## config.mk

```make
export PLATFORM = sky130hd
export DESIGN_NAME = bin_to_bcd_seq_flat
export DESIGN_NICKNAME = d
export VERILOG_FILES = /design/src/rtl/bcd_pkg.sv /design/src/rtl/bin_to_bcd_seq_if.sv /design/src/rtl/bcd_add3.sv /design/src/rtl/bin_to_bcd_seq.sv /design/src/flat_wrapper.sv
export SDC_FILE = /design/constraint.sdc
export NUM_CORES = 1
export LEC_CHECK = 0
export CORE_ASPECT_RATIO = 1.1
export CORE_MARGIN = 4
export CORE_UTILIZATION = 45
export CTS_BUF_LIST = sky130_fd_sc_hd__clkbuf_2
export DETAILED_ROUTE_END_ITERATION = 16
export GPL_TIMING_DRIVEN = 0
export PLACE_DENSITY = 0.7
export SLEW_MARGIN = 20
export SYNTH_ARGS = -nofsm -noshare
export SYNTH_HDL_FRONTEND = slang
export SYNTH_SLANG_ARGS = --single-unit
export TNS_END_PERCENT = 5
```

## constraint.sdc

```tcl
create_clock -name clk -period 1.6 [get_ports clk]
set_input_delay 0.24 -clock clk [delete_from_list [all_inputs] [get_ports clk]]
set_output_delay 0.24 -clock clk [all_outputs]
set_load 0.1 [all_outputs]
```

## src/rtl/bcd_pkg.sv

```systemverilog
// Shared definitions for the sequential binary-to-BCD converter:
// FSM state encoding, reserved display codes and a power-of-ten helper.
package bcd_pkg;

  typedef enum logic [1:0] {
    ST_IDLE,
    ST_SHIFT,
    ST_DONE
  } state_e;

  localparam int unsigned BCD_DIGIT_W = 4;
  localparam logic [3:0]  BCD_DASH    = 4'hF;
  localparam logic [3:0]  BCD_BLANK   = 4'hE;

  function automatic int unsigned pow10(input int unsigned n);
    int unsigned r;
    r = 1;
    for (int unsigned i = 0; i < n; i++) r = r * 10;
    return r;
  endfunction

endpackage

```

## src/rtl/bin_to_bcd_seq_if.sv

```systemverilog
// Request/result bundle for bin_to_bcd_seq: start/bin in, busy/done/ovf/bcd out.
interface bin_to_bcd_seq_if #(
  parameter int unsigned BIN_W  = 5,
  parameter int unsigned DIGITS = 2
);
  logic                  start;
  logic [BIN_W-1:0]      bin;
  logic                  busy;
  logic                  done;
  logic                  ovf;
  logic [4*DIGITS-1:0]   bcd;

  modport master (output start, bin, input busy, done, ovf, bcd);
  modport slave  (input start, bin, output busy, done, ovf, bcd);
endinterface

```

## src/rtl/bcd_add3.sv

```systemverilog
// Double-dabble correction cell: a BCD digit of 5 or more gets +3 before the shift.
module bcd_add3
  import bcd_pkg::*;
(
  input  logic [BCD_DIGIT_W-1:0] din,
  output logic [BCD_DIGIT_W-1:0] dout
);
  assign dout = (din >= 4'd5) ? din + 4'd3 : din;
endmodule

```

## src/rtl/bin_to_bcd_seq.sv

```systemverilog
// Sequential shift-add-3 binary-to-BCD converter, one bit per clock.
// Optional build macro LEADING_ZERO_BLANK_EN blanks leading zero digits (code 4'hE).
module bin_to_bcd_seq
  import bcd_pkg::*;
#(
  parameter int unsigned BIN_W  = 5,
  parameter int unsigned DIGITS = 2
) (
  input logic            clk,
  input logic            rst_n,
  bin_to_bcd_seq_if.slave io
);
  localparam int unsigned     BCD_W    = BCD_DIGIT_W * DIGITS;
  localparam int unsigned     CNT_W    = $clog2(BIN_W + 1);
  localparam int unsigned     MAX_VAL  = pow10(DIGITS) - 1;
  localparam logic [CNT_W-1:0] LAST_CNT = CNT_W'(BIN_W - 1);

  state_e             state_q, state_d;
  logic [BIN_W-1:0]   shreg_q, shreg_d;
  logic [BCD_W-1:0]   scratch_q, scratch_d;
  logic [CNT_W-1:0]   cnt_q, cnt_d;
  logic               ovf_next_q, ovf_next_d;
  logic               ovf_q, ovf_d;
  logic [BCD_W-1:0]   bcd_q, bcd_d;
  logic [BCD_W-1:0]   adj;
  logic [BCD_W-1:0]   shifted;
  logic [BCD_W-1:0]   result;

  for (genvar g = 0; g < DIGITS; g++) begin : g_add3
    bcd_add3 u_add3 (
      .din  (scratch_q[g*BCD_DIGIT_W +: BCD_DIGIT_W]),
      .dout (adj[g*BCD_DIGIT_W +: BCD_DIGIT_W])
    );
  end

  assign shifted = (adj << 1) | BCD_W'(shreg_q[BIN_W-1]);

  // Final digits as they will be presented: dash fill wins over blanking.
  always_comb begin
`ifdef LEADING_ZERO_BLANK_EN
    logic lead;
    lead   = 1'b1;
    result = shifted;
    for (int unsigned k = 0; k < DIGITS - 1; k++) begin
      if (lead && (result[(DIGITS-1-k)*BCD_DIGIT_W +: BCD_DIGIT_W] == '0))
        result[(DIGITS-1-k)*BCD_DIGIT_W +: BCD_DIGIT_W] = BCD_BLANK;
      else
        lead = 1'b0;
    end
`else
    result = shifted;
`endif
    if (ovf_next_q) result = {DIGITS{BCD_DASH}};
  end

  // bcd/ovf are loaded on the edge entering DONE so they are valid alongside done.
  always_comb begin
    state_d    = state_q;
    shreg_d    = shreg_q;
    scratch_d  = scratch_q;
    cnt_d      = cnt_q;
    ovf_next_d = ovf_next_q;
    ovf_d      = ovf_q;
    bcd_d      = bcd_q;
    case (state_q)
      ST_IDLE: begin
        if (io.start) begin
          state_d    = ST_SHIFT;
          shreg_d    = io.bin;
          scratch_d  = '0;
          cnt_d      = '0;
          ovf_next_d = (32'(io.bin) > MAX_VAL);
        end
      end
      ST_SHIFT: begin
        shreg_d   = shreg_q << 1;
        scratch_d = shifted;
        cnt_d     = cnt_q + 1'b1;
        if (cnt_q == LAST_CNT) begin
          state_d = ST_DONE;
          bcd_d   = result;
          ovf_d   = ovf_next_q;
        end
      end
      ST_DONE: state_d = ST_IDLE;
      default: state_d = ST_IDLE;
    endcase
  end

  always_ff @(posedge clk or negedge rst_n) begin
    if (!rst_n) begin
      state_q    <= ST_IDLE;
      shreg_q    <= '0;
      scratch_q  <= '0;
      cnt_q      <= '0;
      ovf_next_q <= 1'b0;
      ovf_q      <= 1'b0;
      bcd_q      <= '0;
    end else begin
      state_q    <= state_d;
      shreg_q    <= shreg_d;
      scratch_q  <= scratch_d;
      cnt_q      <= cnt_d;
      ovf_next_q <= ovf_next_d;
      ovf_q      <= ovf_d;
      bcd_q      <= bcd_d;
    end
  end

  assign io.busy = (state_q != ST_IDLE);
  assign io.done = (state_q == ST_DONE);
  assign io.ovf  = ovf_q;
  assign io.bcd  = bcd_q;

endmodule

```

## src/flat_wrapper.sv

```systemverilog
// flat-port wrapper written by rule: the top's interface ports become plain ports
module bin_to_bcd_seq_flat import bcd_pkg::*;
#(
  parameter int unsigned BIN_W  = 5,
  parameter int unsigned DIGITS = 2
)
  (clk, rst_n, io_start, io_bin, io_busy, io_done, io_ovf, io_bcd);
  bin_to_bcd_seq_if #(.BIN_W(BIN_W), .DIGITS(DIGITS)) io_i ();
  input logic clk;
  input logic rst_n;
  input wire logic [$bits(io_i.start)-1:0] io_start;
  input wire logic [$bits(io_i.bin)-1:0] io_bin;
  output wire logic [$bits(io_i.busy)-1:0] io_busy;
  output wire logic [$bits(io_i.done)-1:0] io_done;
  output wire logic [$bits(io_i.ovf)-1:0] io_ovf;
  output wire logic [$bits(io_i.bcd)-1:0] io_bcd;
  assign io_i.start = io_start;
  assign io_i.bin = io_bin;
  assign io_busy = io_i.busy;
  assign io_done = io_i.done;
  assign io_ovf = io_i.ovf;
  assign io_bcd = io_i.bcd;
  bin_to_bcd_seq #(.BIN_W(BIN_W), .DIGITS(DIGITS)) u_core (.clk(clk), .rst_n(rst_n), .io(io_i));
endmodule
```

==> metrics <==
required time of the worst setup path=1360 ps; Final #Nets=171; n_diodes=0; RSZ-0062 raised after global routing=true; final cell count without fillers=188; warning count from the yosys run=0; startpoint class of the critical path=flip-flop; total die area=3970 µm²; Overall Global Routing Usage=14.6%; TritonCTS Sinks=26; clock buffer count from CTS=3; CP Class=flip-flop to output pin; CTS tree=done; fraction of final layout cells with drive strength greater than 1=29.0%; number of synthesized register bits=26; hold violation count in the final report=0; first-pass iteration count of the detailed router=4; placer's final routability congestion estimate=0.665; end of the worst register-to-register path=u_core.scratch_q[2]; Initial Util=about half; Critical Path End Type=output pin; post-synthesis instance area=1360 µm²; dominant cell type by area after synthesis=sky130_fd_sc_hd__dfrtp_1; maximum root-to-sink buffer count=2; top_reg_cell synth=sky130_fd_sc_hd__dfrtp_1; asr flop ratio synth=100%; global route total overflow=0; dominant combinational cell family by area after synthesis=compound AO/OA/AOI/OAI gates; first-pass GRT wire length=~4500 µm; height of the chip=65.7 µm; slew at the pin with the worst max-slew slack=approximately 590 ps; Post-Syn Area per Cell=10.5 µm²; clock slew at reported path FFs=240 ps; deepest level of the CTS H-tree=1; insertion delay to the later sink of the worst-skew pair=340 ps; Setup Viol. Count Final=0; Via-to-Cell Ratio=~5.3; Distinct cells, synth=33; worst path arrival time=roughly 1400 ps; share of the synthesized area in the top cell type=47.8%; number of port buffers=17; pins over their slew limit=0; total number of vias=1,002; cell count after placement=180; clock root cell=sky130_fd_sc_hd__clkbuf_2; Critical path origin=u_core.state_q[1]; area of the core=2830 µm²; area fraction in compound gates after synthesis=20.2%; sequential cell area fraction in the yosys report=around 48%; instance count of the mapped netlist=130; combined flip-flop and latch cell area=651 µm²; endpoint of the worst setup timing path=io_busy; Boundary Pins=19; simple-gate share of the synthesized area=15.1%; outcome=finished clean; count of fill cells added during filler insertion=252; aggregate routed wire length=2520 µm; Synth Area in Adders=5.52%; estimated wirelength of the detail-placed design=~1800 µm; most area-consuming cells after synthesis=sky130_fd_sc_hd__dfrtp_1 48%, sky130_fd_sc_hd__o21ai_0 5.9%, sky130_fd_sc_hd__ha_1 5.5%, sky130_fd_sc_hd__nand2_1 4.4%, sky130_fd_sc_hd__buf_6 3.3%; post-synth net total=144; XOR/XNOR share of the synthesized area=under 10%; initial antenna violation count=0; Worst Clk Skew=slightly below 5 ps; number of cell rows=20; pin count of the biggest net entering global routing=27; Worst Hold Class=primary input to asynchronous set/reset pin; max capacitance violation total=0; worst flop-to-flop path startpoint=u_core.scratch_q[1]; Max Clk Rate=630 MHz; Remaining DRCs=0; vias in the first global route=1,037; Register-to-Register Setup Slack=50 ps; final worst path period need=1590 ps; largest driver fanout on the critical path=10; portion of the clock cycle consumed by the worst path in the final layout=between 90% and 100%; proportion of synthesized area in mux cells=under 10%; Initial DRC Count=36; area overhead of the layout relative to synthesis=22.4%; x dimension of the die=60.4 µm; number of cells on the worst reg-to-reg path=6; post-DR wirelength/cell=13.4 µm; number of enable-type register cells in the synthesized netlist=0; Multi-input gate area=647 µm²; post-route antenna net violation count=0; Relative slew margins=approximately 60%
[metal layers]
layer  wire [µm]  up-vias  GRT usage (%)
met2        1400       20           28.0
met4          14        0           3.25
met5           0        -              0
met1         986      487           16.2
met3         121        2           2.75
li1            -      493              -
[worst max-delay path: stages (launching register included)]
cell	delay, ps
sky130_fd_sc_hd__dfrtp_1	460
sky130_fd_sc_hd__buf_6	150
sky130_fd_sc_hd__or2_4	230
sky130_fd_sc_hd__buf_12	160
[worst min-delay path by stage]
stage                          start                   to  slack (ps)  cells after the start
floorplan                      rst_n      u_core.cnt_q[0]         -60                      0
global placement    u_core.io.bcd[4]     u_core.io.bcd[4]         460                      2
detailed placement             rst_n  u_core.scratch_q[6]         280                      1
CTS                            rst_n     u_core.io.bcd[4]         410                      2
global route                   rst_n     u_core.io.bcd[6]         410                      2
finish                         rst_n     u_core.io.bcd[4]         390                      2
[cell usage after synthesis, types with 3 or more instances]
library cell and count:
sky130_fd_sc_hd__nor2_1 3, sky130_fd_sc_hd__buf_6 4, sky130_fd_sc_hd__ha_1 6, sky130_fd_sc_hd__a21oi_1 6
sky130_fd_sc_hd__nor2b_1 6, sky130_fd_sc_hd__o21ai_0 16, sky130_fd_sc_hd__nand2_1 16, sky130_fd_sc_hd__o21ai_1 3
sky130_fd_sc_hd__dfrtp_1 26, sky130_fd_sc_hd__o21ai_2 5, sky130_fd_sc_hd__a22oi_1 4, sky130_fd_sc_hd__inv_1 7
[per-stage QoR]
stage / utilization [%] / hold slack [ps] / TNS [ps] / setup slack (ps) / instance area (µm²)
floorplan: - / -55.6 / 0 / 152 / 1370
global placement: 55.8 / 460 / -3040 / -531 / 1580
detailed placement: 55.7 / 281 / -1890 / -557 / 1570
CTS: 57.5 / 412 / -108 / -108 / 1630
global route: 58.9 / 406 / -190 / -70.9 / 1670
finish: 58.9 / 390 / 0 / 13.3 / 1670
[layout by cell type (no fill, tap or decap), drive strengths merged]
cell and count:
a2bb2oi 1, xnor2 2, clkbuf 3, o21ai 24, and2b 1, dlygate4sd3 1, nor3 2, clkdlybuf4s18 3
clkdlybuf4s15 1, a22oi 4, nor2 3, nand2 16, dfrtp 26, conb 1, mux2 3, clkdlybuf4s50 6
a21boi 1, inv 7, buf 18, a21oi 8, nor2b 7, o21bai 1, nand2b 3, ha 6
a22o 2, a31oi 1, nand3 1, nor3b 2, or2 1
[sequential cells by signal, indices dropped and copies added (netlist names)]
signal and count:
u_core.shreg_q 5, u_core.cnt_q 3, u_core.io.bcd 8, u_core.state_q 2, u_core.scratch_q 8
[timing repair]
action,in CTS,in global routing
resized for setup,42,21
buffers inserted,0,4
pin swaps,0,2
hold endpoints to repair,26,0
endpoints found under the setup margin,12,13
hold buffers,1,0
[final cells by class]
cell class | instances | share of cell area, %
well taps | 33 | 2.48
multi-input cells | 90 | 38.8
repair buffers | 22 | 12.6
clock buffers | 3 | 0.902
plain buffers | 7 | 4.51
flip-flops and latches | 26 | 39.1
inverters | 7 | 1.58
[cell families (layout without fill, tap and decap cells)]
logic type,count (synthesis),in the layout
AO/OA/AOI/OAI,42,42
XOR/XNOR,2,2
adder cells (fa/ha/maj),6,6
buffers and inverters,14,39
flip-flops,26,26
multiplexers,3,3
other,1,1
AND/OR/NAND/NOR,36,36
Power is not shown: default switching activity piles up to over one toggle a cycle in this logic, so the estimate is an artifact.
